==> config.mk <==
export PLATFORM = sky130hd
export DESIGN_NAME = ip2_scan_seq
export DESIGN_NICKNAME = d
export VERILOG_FILES = /design/src/rtl/ip2_scan_seq.sv
export SDC_FILE = /design/constraint.sdc
export NUM_CORES = 1
export LEC_CHECK = 0
export BUFFER_PORTS_ARGS = -buffer_cell sky130_fd_sc_hd__buf_4
export CAP_MARGIN = 20
export CORE_MARGIN = 10
export CORE_UTILIZATION = 52
export DETAILED_ROUTE_END_ITERATION = 12
export PLACE_DENSITY = 0.77
export SYNTH_ARGS = -nofsm -noshare
export SYNTH_HDL_FRONTEND = slang
export SYNTH_SLANG_ARGS = --single-unit
==> constraint.sdc <==
create_clock -name clk -period 6.6 [get_ports clk]
set_input_delay 0.66 -clock clk [delete_from_list [all_inputs] [get_ports clk]]
set_output_delay 0.66 -clock clk [all_outputs]
set_load 0.01 [all_outputs]
==> src/rtl/ip2_scan_seq.sv <==
`timescale 1ns/1ps
// ip2_scan_seq
// -------------
// Sequencer for one scan test. A test runs in this order:
//   DELAY  : the external scan-data registers reload.
//   RESET  : the device under test is held in reset. o_reset_not can be masked.
//   LOAD1  : the comparators load and o_trig_out rises.
//   LOAD2  : o_trig_out falls.
//   SHIFT  : CHAIN_LEN bits are shifted.
//   NEXT   : the next pass is prepared.
//   DONE   : the test is complete.
// All transitions happen on a "tick", which is the cycle where clk_counter == test_delay.
// The exceptions are start, abort, enable and DONE->IDLE.
// In mode 1 the sequencer skips RESET/LOAD1/LOAD2 and only shifts.
//
// Handshake: start acts as a one-cycle valid. It is accepted only in IDLE
// (o_busy == 0) and only while abort is low. A start in any other condition
// is dropped. There is no backpressure.
//
// Ports
//   clk, reset_not          : clock, async active-low reset
//   enable                  : low = synchronous return to IDLE (o_done/o_aborted hold)
//   clk_counter[5:0]        : free-running phase counter
//   test_delay[5:0]         : tick phase
//   test_trig_out_phase[5:0]: phase at which o_trig_out toggles in LOAD1/LOAD2
//   test_mask_reset_not     : 1 = keep o_reset_not high during RESET
//   start, abort            : launch pulse / terminate level
//   mode, n_passes[3:0]     : test configuration, sampled on an accepted start
//   scan_bit[N_CHAINS-1:0]  : bit0 of each external scan-data register
//   o_scan_in, o_scan_load, o_reset_not, o_trig_out : scan-chain controls
//   o_reg_load, o_reg_shift : external data-register controls
//   o_busy, o_done, o_aborted, o_pass_cnt[3:0], o_state[2:0] : status / debug
module ip2_scan_seq #(
   parameter int N_CHAINS  = 1,
   parameter int CHAIN_LEN = 768,
   parameter int CNT_W     = 11
) (
   input  logic                clk,
   input  logic                reset_not,
   input  logic                enable,
   input  logic [5:0]          clk_counter,
   input  logic [5:0]          test_delay,
   input  logic [5:0]          test_trig_out_phase,
   input  logic                test_mask_reset_not,
   input  logic                start,
   input  logic                abort,
   input  logic                mode,
   input  logic [3:0]          n_passes,
   input  logic [N_CHAINS-1:0] scan_bit,
   output logic [N_CHAINS-1:0] o_scan_in,
   output logic                o_scan_load,
   output logic                o_reset_not,
   output logic                o_trig_out,
   output logic                o_reg_load,
   output logic                o_reg_shift,
   output logic                o_busy,
   output logic                o_done,
   output logic                o_aborted,
   output logic [3:0]          o_pass_cnt,
   output logic [2:0]          o_state
);

   typedef enum logic [2:0] {
      S_IDLE  = 3'd0,
      S_DELAY = 3'd1,
      S_RESET = 3'd2,
      S_LOAD1 = 3'd3,
      S_LOAD2 = 3'd4,
      S_SHIFT = 3'd5,
      S_NEXT  = 3'd6,
      S_DONE  = 3'd7
   } state_t;

   state_t              state_q, state_d;
   logic [CNT_W-1:0]    cnt_q, cnt_d;
   logic                mode_q, mode_d;
   logic [3:0]          npass_q, npass_d;
   logic [3:0]          pass_cnt_q, pass_cnt_d;
   logic [N_CHAINS-1:0] scan_in_q, scan_in_d;
   logic                scan_load_q, scan_load_d;
   logic                reset_out_q, reset_out_d;
   logic                trig_q, trig_d;
   logic                reg_load_q, reg_load_d;
   logic                reg_shift_q, reg_shift_d;
   logic                busy_q, busy_d;
   logic                done_q, done_d;
   logic                aborted_q, aborted_d;

   logic       tick;
   logic [5:0] shift_phase;
   logic       last_bit;
   logic       more_passes;

   assign tick        = (clk_counter == test_delay);
   // The external register shifts two cycles ahead of the tick.
   // This gives the new bit time to settle before it is sampled.
   // The 6-bit subtraction wraps modulo 64 by construction.
   assign shift_phase = test_delay - 6'd2;
   assign last_bit    = (cnt_q == CNT_W'(CHAIN_LEN - 1));
   assign more_passes = (({1'b0, pass_cnt_q} + 5'd1) < {1'b0, npass_q});

   always_comb begin
      state_d    = state_q;
      cnt_d      = cnt_q;
      mode_d     = mode_q;
      npass_d    = npass_q;
      pass_cnt_d = pass_cnt_q;
      scan_in_d  = scan_in_q;
      trig_d     = trig_q;
      done_d     = done_q;
      aborted_d  = aborted_q;

      if (!enable) begin
         state_d = S_IDLE;
      end else if (abort && (state_q != S_IDLE)) begin
         state_d   = S_IDLE;
         aborted_d = 1'b1;
         done_d    = 1'b0;
      end else begin
         unique case (state_q)
            S_IDLE: begin
               if (start && !abort) begin
                  state_d   = S_DELAY;
                  mode_d    = mode;
                  npass_d   = (n_passes == 4'd0) ? 4'd1 : n_passes;
                  done_d    = 1'b0;
                  aborted_d = 1'b0;
               end
            end
            S_DELAY: if (tick) state_d = mode_q ? S_SHIFT : S_RESET;
            S_RESET: if (tick) state_d = S_LOAD1;
            S_LOAD1: begin
               if (clk_counter == test_trig_out_phase) trig_d = 1'b1;
               if (tick) state_d = S_LOAD2;
            end
            S_LOAD2: begin
               if (clk_counter == test_trig_out_phase) trig_d = 1'b0;
               if (tick) state_d = S_SHIFT;
            end
            S_SHIFT: begin
               scan_in_d = scan_bit;
               if (tick) begin
                  if (last_bit) begin
                     cnt_d = '0;
                     if (more_passes) begin
                        state_d = S_NEXT;
                     end else begin
                        state_d = S_DONE;
                        done_d  = 1'b1;
                     end
                  end else begin
                     cnt_d = cnt_q + 1'b1;
                  end
               end
            end
            S_NEXT: begin
               if (tick) begin
                  pass_cnt_d = pass_cnt_q + 4'd1;
                  state_d    = mode_q ? S_SHIFT : S_LOAD1;
               end
            end
            S_DONE:  state_d = S_IDLE;
            default: state_d = S_IDLE;
         endcase
      end

      // Every path into IDLE restores the idle output values.
      if (state_d == S_IDLE) begin
         cnt_d      = '0;
         pass_cnt_d = 4'd0;
         scan_in_d  = '0;
         trig_d     = 1'b0;
      end

      // Output registers follow the state being entered.
      // Each update therefore lands on the same edge as the transition.
      scan_load_d = !((state_d == S_RESET) || (state_d == S_SHIFT));
      reset_out_d = (state_d == S_RESET) ? test_mask_reset_not : 1'b1;
      reg_load_d  = (state_d == S_DELAY) ||
                    ((state_d == S_NEXT) && (state_q != S_NEXT));
      reg_shift_d = (state_q == S_SHIFT) && (state_d == S_SHIFT) &&
                    (clk_counter == shift_phase);
      busy_d      = (state_d != S_IDLE);
   end

   always_ff @(posedge clk or negedge reset_not) begin
      if (!reset_not) begin
         state_q     <= S_IDLE;
         cnt_q       <= '0;
         mode_q      <= 1'b0;
         npass_q     <= 4'd1;
         pass_cnt_q  <= 4'd0;
         scan_in_q   <= '0;
         scan_load_q <= 1'b1;
         reset_out_q <= 1'b1;
         trig_q      <= 1'b0;
         reg_load_q  <= 1'b0;
         reg_shift_q <= 1'b0;
         busy_q      <= 1'b0;
         done_q      <= 1'b0;
         aborted_q   <= 1'b0;
      end else begin
         state_q     <= state_d;
         cnt_q       <= cnt_d;
         mode_q      <= mode_d;
         npass_q     <= npass_d;
         pass_cnt_q  <= pass_cnt_d;
         scan_in_q   <= scan_in_d;
         scan_load_q <= scan_load_d;
         reset_out_q <= reset_out_d;
         trig_q      <= trig_d;
         reg_load_q  <= reg_load_d;
         reg_shift_q <= reg_shift_d;
         busy_q      <= busy_d;
         done_q      <= done_d;
         aborted_q   <= aborted_d;
      end
   end

   assign o_scan_in   = scan_in_q;
   assign o_scan_load = scan_load_q;
   assign o_reset_not = reset_out_q;
   assign o_trig_out  = trig_q;
   assign o_reg_load  = reg_load_q;
   assign o_reg_shift = reg_shift_q;
   assign o_busy      = busy_q;
   assign o_done      = done_q;
   assign o_aborted   = aborted_q;
   assign o_pass_cnt  = pass_cnt_q;
   assign o_state     = state_q;

endmodule
# After elaboration in Yosys (flattened, before gate mapping)
# Cells that the tools add are included.
# classes
add_sub_neg,4
magnitude_cmp,1
n_eq_ne,23
mux,45
bitwise,1
reduce_logical,29
# ops
operator,count
2-to-1 mux 11 bit,6
2-to-1 mux 3 bit,12
2-to-1 mux 4 bit,6
one-hot mux 3 bit (8 select lines),1
"inequality test 3 bit, second input constant",7
"equality test 3 bit, second input constant",6
equality test 6 bit,3
2-to-1 mux 1 bit,18
AND reduction 4 bit,3
nonzero test 2 bit,6
nonzero test 3 bit,4
"adder 11 x 1 -> 11 bit, second input constant",1
"equality test 11 x 10 -> 1 bit, second input constant",1
"equality test 3 x 2 -> 1 bit, second input constant",3
"equality test 3 x 1 -> 1 bit, second input constant",2
zero test 3 bit,2
AND reduction 3 bit,2
AND reduction 6 bit,1
"subtractor 6 x 2 -> 6 bit, second input constant",1
"adder 4 x 1 -> 5 bit, second input constant",1
logical AND 1 bit,5
< comparator 5 x 4 -> 1 bit,1
AND reduction 5 bit,1
"adder 4 x 1 -> 4 bit, second input constant",1
6 further kinds,9
# word_totals
regBits,32
inputBits,30
out_inout_bits,16
word_cells,117

# Depth between registers and ports, before layout
# depth
word_depth,11
depth_mapped,11
mapped_depth_nobuf,10

# Worst setup path after synthesis
# No wires, ideal clock.
# synth_timing
path_type,input port to flip-flop
startpoint,input port clk_counter[5]
endpoint,register cnt_q[2]
setup_ns,0.128
t_arrival_ns,2.334
t_required_ns,6.472
path_slack_ns,4.138
cell_stages,11
n_path_buf,3
cell_sequence,xnor2_1 > and4_4 > buf_6 > and2_1 > clkbuf_2 > a311o_1 > and4bb_4 > inv_4 > buf_6 > nand3b_1 > mux2i_1
# synth_between
elab_chain_cells,8
elab_cells_between_ends,17
classes_between,eq/ne (2); mux (10); reduce/logical (5)
# synth_rtl
element,line,text
from (decl),41,"input logic [5:0] clk_counter,"
equality test 6 bit *,94,assign tick = (clk_counter == test_delay);
"2-to-1 mux 3 bit, or another cell as far along",157,if (tick) begin
one-hot mux 3 bit (8 select lines),120,unique case (state_q)
2-to-1 mux 3 bit,115,end else if (abort && (state_q != S_IDLE)) begin
2-to-1 mux 3 bit,113,if (!enable) begin
zero test 3 bit,168,if (state_d == S_IDLE) begin
inequality test 2 x 1 -> 1 bit (no line) or nonzero test 2 bit (tied branches),--,
AND reduction 4 bit (no line),--,
to (signal assigned),204,cnt_q <= cnt_d;
to (decl),75,"logic [CNT_W-1:0] cnt_q, cnt_d;"
# Every way passes the cells marked *; elsewhere a longest branch is shown, timed or not.
# A chain may end at the register's enable or synchronous reset.

# Worst setup path in the final report
# layout_timing
startpoint,"register pass_cnt_q[0], in the netlist o_pass_cnt[0]"
endpoint,register cnt_q[7]
# layout_between
elab_chain_cells,11
elab_cells_between_ends,15
classes_between,add/sub (1); order compare (1); eq/ne (1); mux (7); reduce/logical (5)
# layout_rtl
element,line,text
from (decl),78,"logic [3:0] pass_cnt_q, pass_cnt_d;"
from (signal assigned),207,pass_cnt_q <= pass_cnt_d;
adder 4 x 1 -> 5 bit *,100,"assign more_passes = (({1'b0, pass_cnt_q} + 5'd1) < {1'b0, npass_q});"
< comparator 5 x 4 -> 1 bit *,100,
2-to-1 mux 1 bit *,145,if (more_passes) begin
2-to-1 mux 3 bit *,143,if (last_bit) begin
2-to-1 mux 3 bit *,142,if (tick) begin
one-hot mux 3 bit (8 select lines) *,120,
2-to-1 mux 3 bit *,115,
2-to-1 mux 3 bit *,113,
zero test 3 bit *,168,
inequality test 2 x 1 -> 1 bit (no line) or nonzero test 2 bit (tied branches),--,
AND reduction 4 bit (no line),--,
# Marked as above.

==> out/results.ini <==
[run_status]
outcome = finished, final reports clean

[logic_synthesis]
syn_inst = 246
synth-async-reset-ratio = 1.000
netlist_area_sq_um = 2105
syn_avg_cell_area_sq_um = 8.555
synth_fp_nets = 282
synth_flop_cell = dfrtp_1
yosys_warnings = 0
ys_types = 47
ys_ff_latch = 32
ys_seq_area_frac = 0.3823
synth-edff-count = 0

[setup_path]
start_kind = flip-flop
critPathCaptureType = flip-flop
critical_path_class = flip-flop to flip-flop
cp_max_fo = 19
crit_required_ps = 6810
rrSetupSlack_ps = 3820
cp.arrival_ps = 2990

[timing]
whs_ps = 297.7
finalCritPeriodShare = 0.4214
setup_tns_ps = 0
setup_ws_ps = 3818
slew_headroom = 0.6423
worst_pin_slew_ps = 523.1
rsz0062_at_grt = no
max_freq_mhz = 359.5
period_needed_ps = 2782
finalHoldViolations = 0
slew_viol_final = 0
setup_viol = 0
fin_worst_skew_ps = 7.683

[place]
gp_congestion = 0.8072
dp_hpwl_um = 3970
preCtsSetupSlack_ps = 3756
io_buffers = 45

[global_route]
grt_pass1_wl_um = 8949
track_usage = 0.1494
grt_max_degree = 33
grt-ovfl-total = 0
antenna_found_initial = 0
grt_pass1_vias = 1911

[power_and_ir_drop]
comb_power_share = 0.161
powerDensity_nw_per_um2 = 187.5
ir_worst_vdd_v = 0.0001064
power_frac_seq = 0.444
p_total_uw = 480.2
leakage_nw = 1.124
power_switching_uw = 127.0
sw_frac_of_total = 0.2646
p_clk_frac = 0.394
intPower_uw = 353.1

[detailed_routing]
wl_per_cell_um = 15.30
drc = 0
drtAntennaViolNets = 0
route.vias.total = 1914
via_per_inst = 5.629
wirelength_um = 5201
drtPass1Iterations = 4
drt_iter0_drc = 112

[final_layout]
drive_gt1_frac = 0.2310
n_antenna_cell = 0
syn_to_final_growth_pct = 21.70
fillers = 358
fin_nets = 325
multiInputGateArea_sq_um = 1194
regArea_sq_um = 804.5

[cts]
clockRootBuffer = clkbuf_8
h-tree-depth = 2
ctsHoldBuffers = 0
clockBufferDepth = 2
path_clk_slew_ps = 70
insertion_delay_ps = 290
cts_setup_buffers = 0
cts_num_sinks = 32
cts_buffers = 5
cts_resized = 0
cts_tree = built

[die]
fp.coreArea_sq_um = 3971
dieArea_sq_um = 6991
die_h_um = 83.62
die_x_um = 83.62
rows = 23
io_pins = 46
initial_core_util = 0.5299

[hold_path]
min_path_type = primary input to asynchronous set/reset pin

[flow_run]
drv_cap = 0

[power by group through the flow]
stage	logic, mW	clock network (mW)	registers [mW]
global route	0.0873	0.201	0.214
global placement	0.0754	0	0.217
detailed placement	0.0776	0	0.217
floorplan	0.0468	0	0.215
CTS	0.0785	0.191	0.213
finish	0.0775	0.189	0.213
[synthesized netlist by cell type (6+ instances only)]
master     n  area, sq um
mux2i_1    8        80.08
xnor2_1   14        122.6
nor3_1    12        60.06
xor2_1     8        70.07
dfrtp_1   29        725.7
nor2_1    29        108.9
o21ai_0   10        50.05
inv_1     12        45.04
nand3_1   14        70.07
ha_1       6        75.07
a21oi_1   10        50.05
nand2_1   29        108.9
nand3b_1   7        52.55
[worst max-delay path, stage by stage (launching register included)]
cell and delay (ps):
dfrtp_1 440, ha_1 270, xor2_1 160, ha_1 200, a211oi_1 260, o21a_1 230
a31oi_1 140, and4bb_4 510, inv_4 130, a21oi_2 150, mux2i_1 200
[registers in the layout, indices dropped and copies added (netlist names), 3 cells and up]
| register | flops |
|---|---|
| cnt_q | 11 |
| npass_q | 4 |
| o_pass_cnt | 4 |
| o_state | 3 |
[final timing paths]
kind | cells past startpoint | endpoint | from
max reg2reg | 10 | cnt_q[7] | o_pass_cnt[0]
min | 1 | o_pass_cnt[0] | reset_not
min reg2reg | 2 | npass_q[0] | npass_q[0]
max in group asynchronous | 1 | o_scan_load | reset_not
max | 10 | cnt_q[7] | o_pass_cnt[0]
min in group clk | 2 | npass_q[0] | npass_q[0]
[per-layer routing]
layer	vias to the layer above	track usage	share of wire
li1	946	-	-
met1	911	0.1799	0.44
met2	53	0.2460	0.49
met3	4	0.04883	0.063
met4	0	0.04414	0.011
met5	-	0	0
[metrics by stage]
stage | cell area (sq um) | utilization | std cells
final | 2561 | 0.6449 | 340
after global placement | 2450 | 0.6169 | 332
after CTS | 2561 | 0.6449 | 340
after detailed placement | 2450 | 0.6169 | 332
after global routing | 2561 | 0.6449 | 340
after floorplan | 2105 | - | 246
[cell families after synthesis]
logic type / share of synthesized area
AO/OA/AOI/OAI: 0.1201
adder cells (fa/ha/maj): 0.03567
buffers and inverters: 0.05053
AND/OR/NAND/NOR: 0.2765
flip-flops: 0.3823
XOR/XNOR: 0.09156
multiplexers: 0.04340
[layout make-up]
| type | instances | share of cell area |
|---|---|---|
| Inverter | 13 | 0.02003 |
| Clock inverter | 3 | 0.01661 |
| Timing Repair Buffer | 45 | 0.1319 |
| Clock buffer | 5 | 0.02687 |
| Sequential cell | 32 | 0.3141 |
| Tap cell | 50 | 0.02443 |
| Multi-Input combinational cell | 192 | 0.4660 |
[layout by cell type (no fill, tap or decap), drive strengths merged, types with 2 or more instances in the layout]
cell type,synthesis,layout
inv,13,13
xor2,8,8
nand4,4,4
mux2i,8,8
a31oi,4,4
a21oi,14,14
nand2,29,29
dfstp,3,3
buf,5,45
nand3b,7,7
nor2b,3,3
or3,4,4
o21ai,10,10
nand3,14,14
dfrtp,29,29
nor3,13,13
clkbuf,4,5
nor2,29,29
xnor2,14,14
ha,6,6
o31ai,2,2
nor4,4,4
a2111oi,2,2
(Power assumes the default switching activity.)
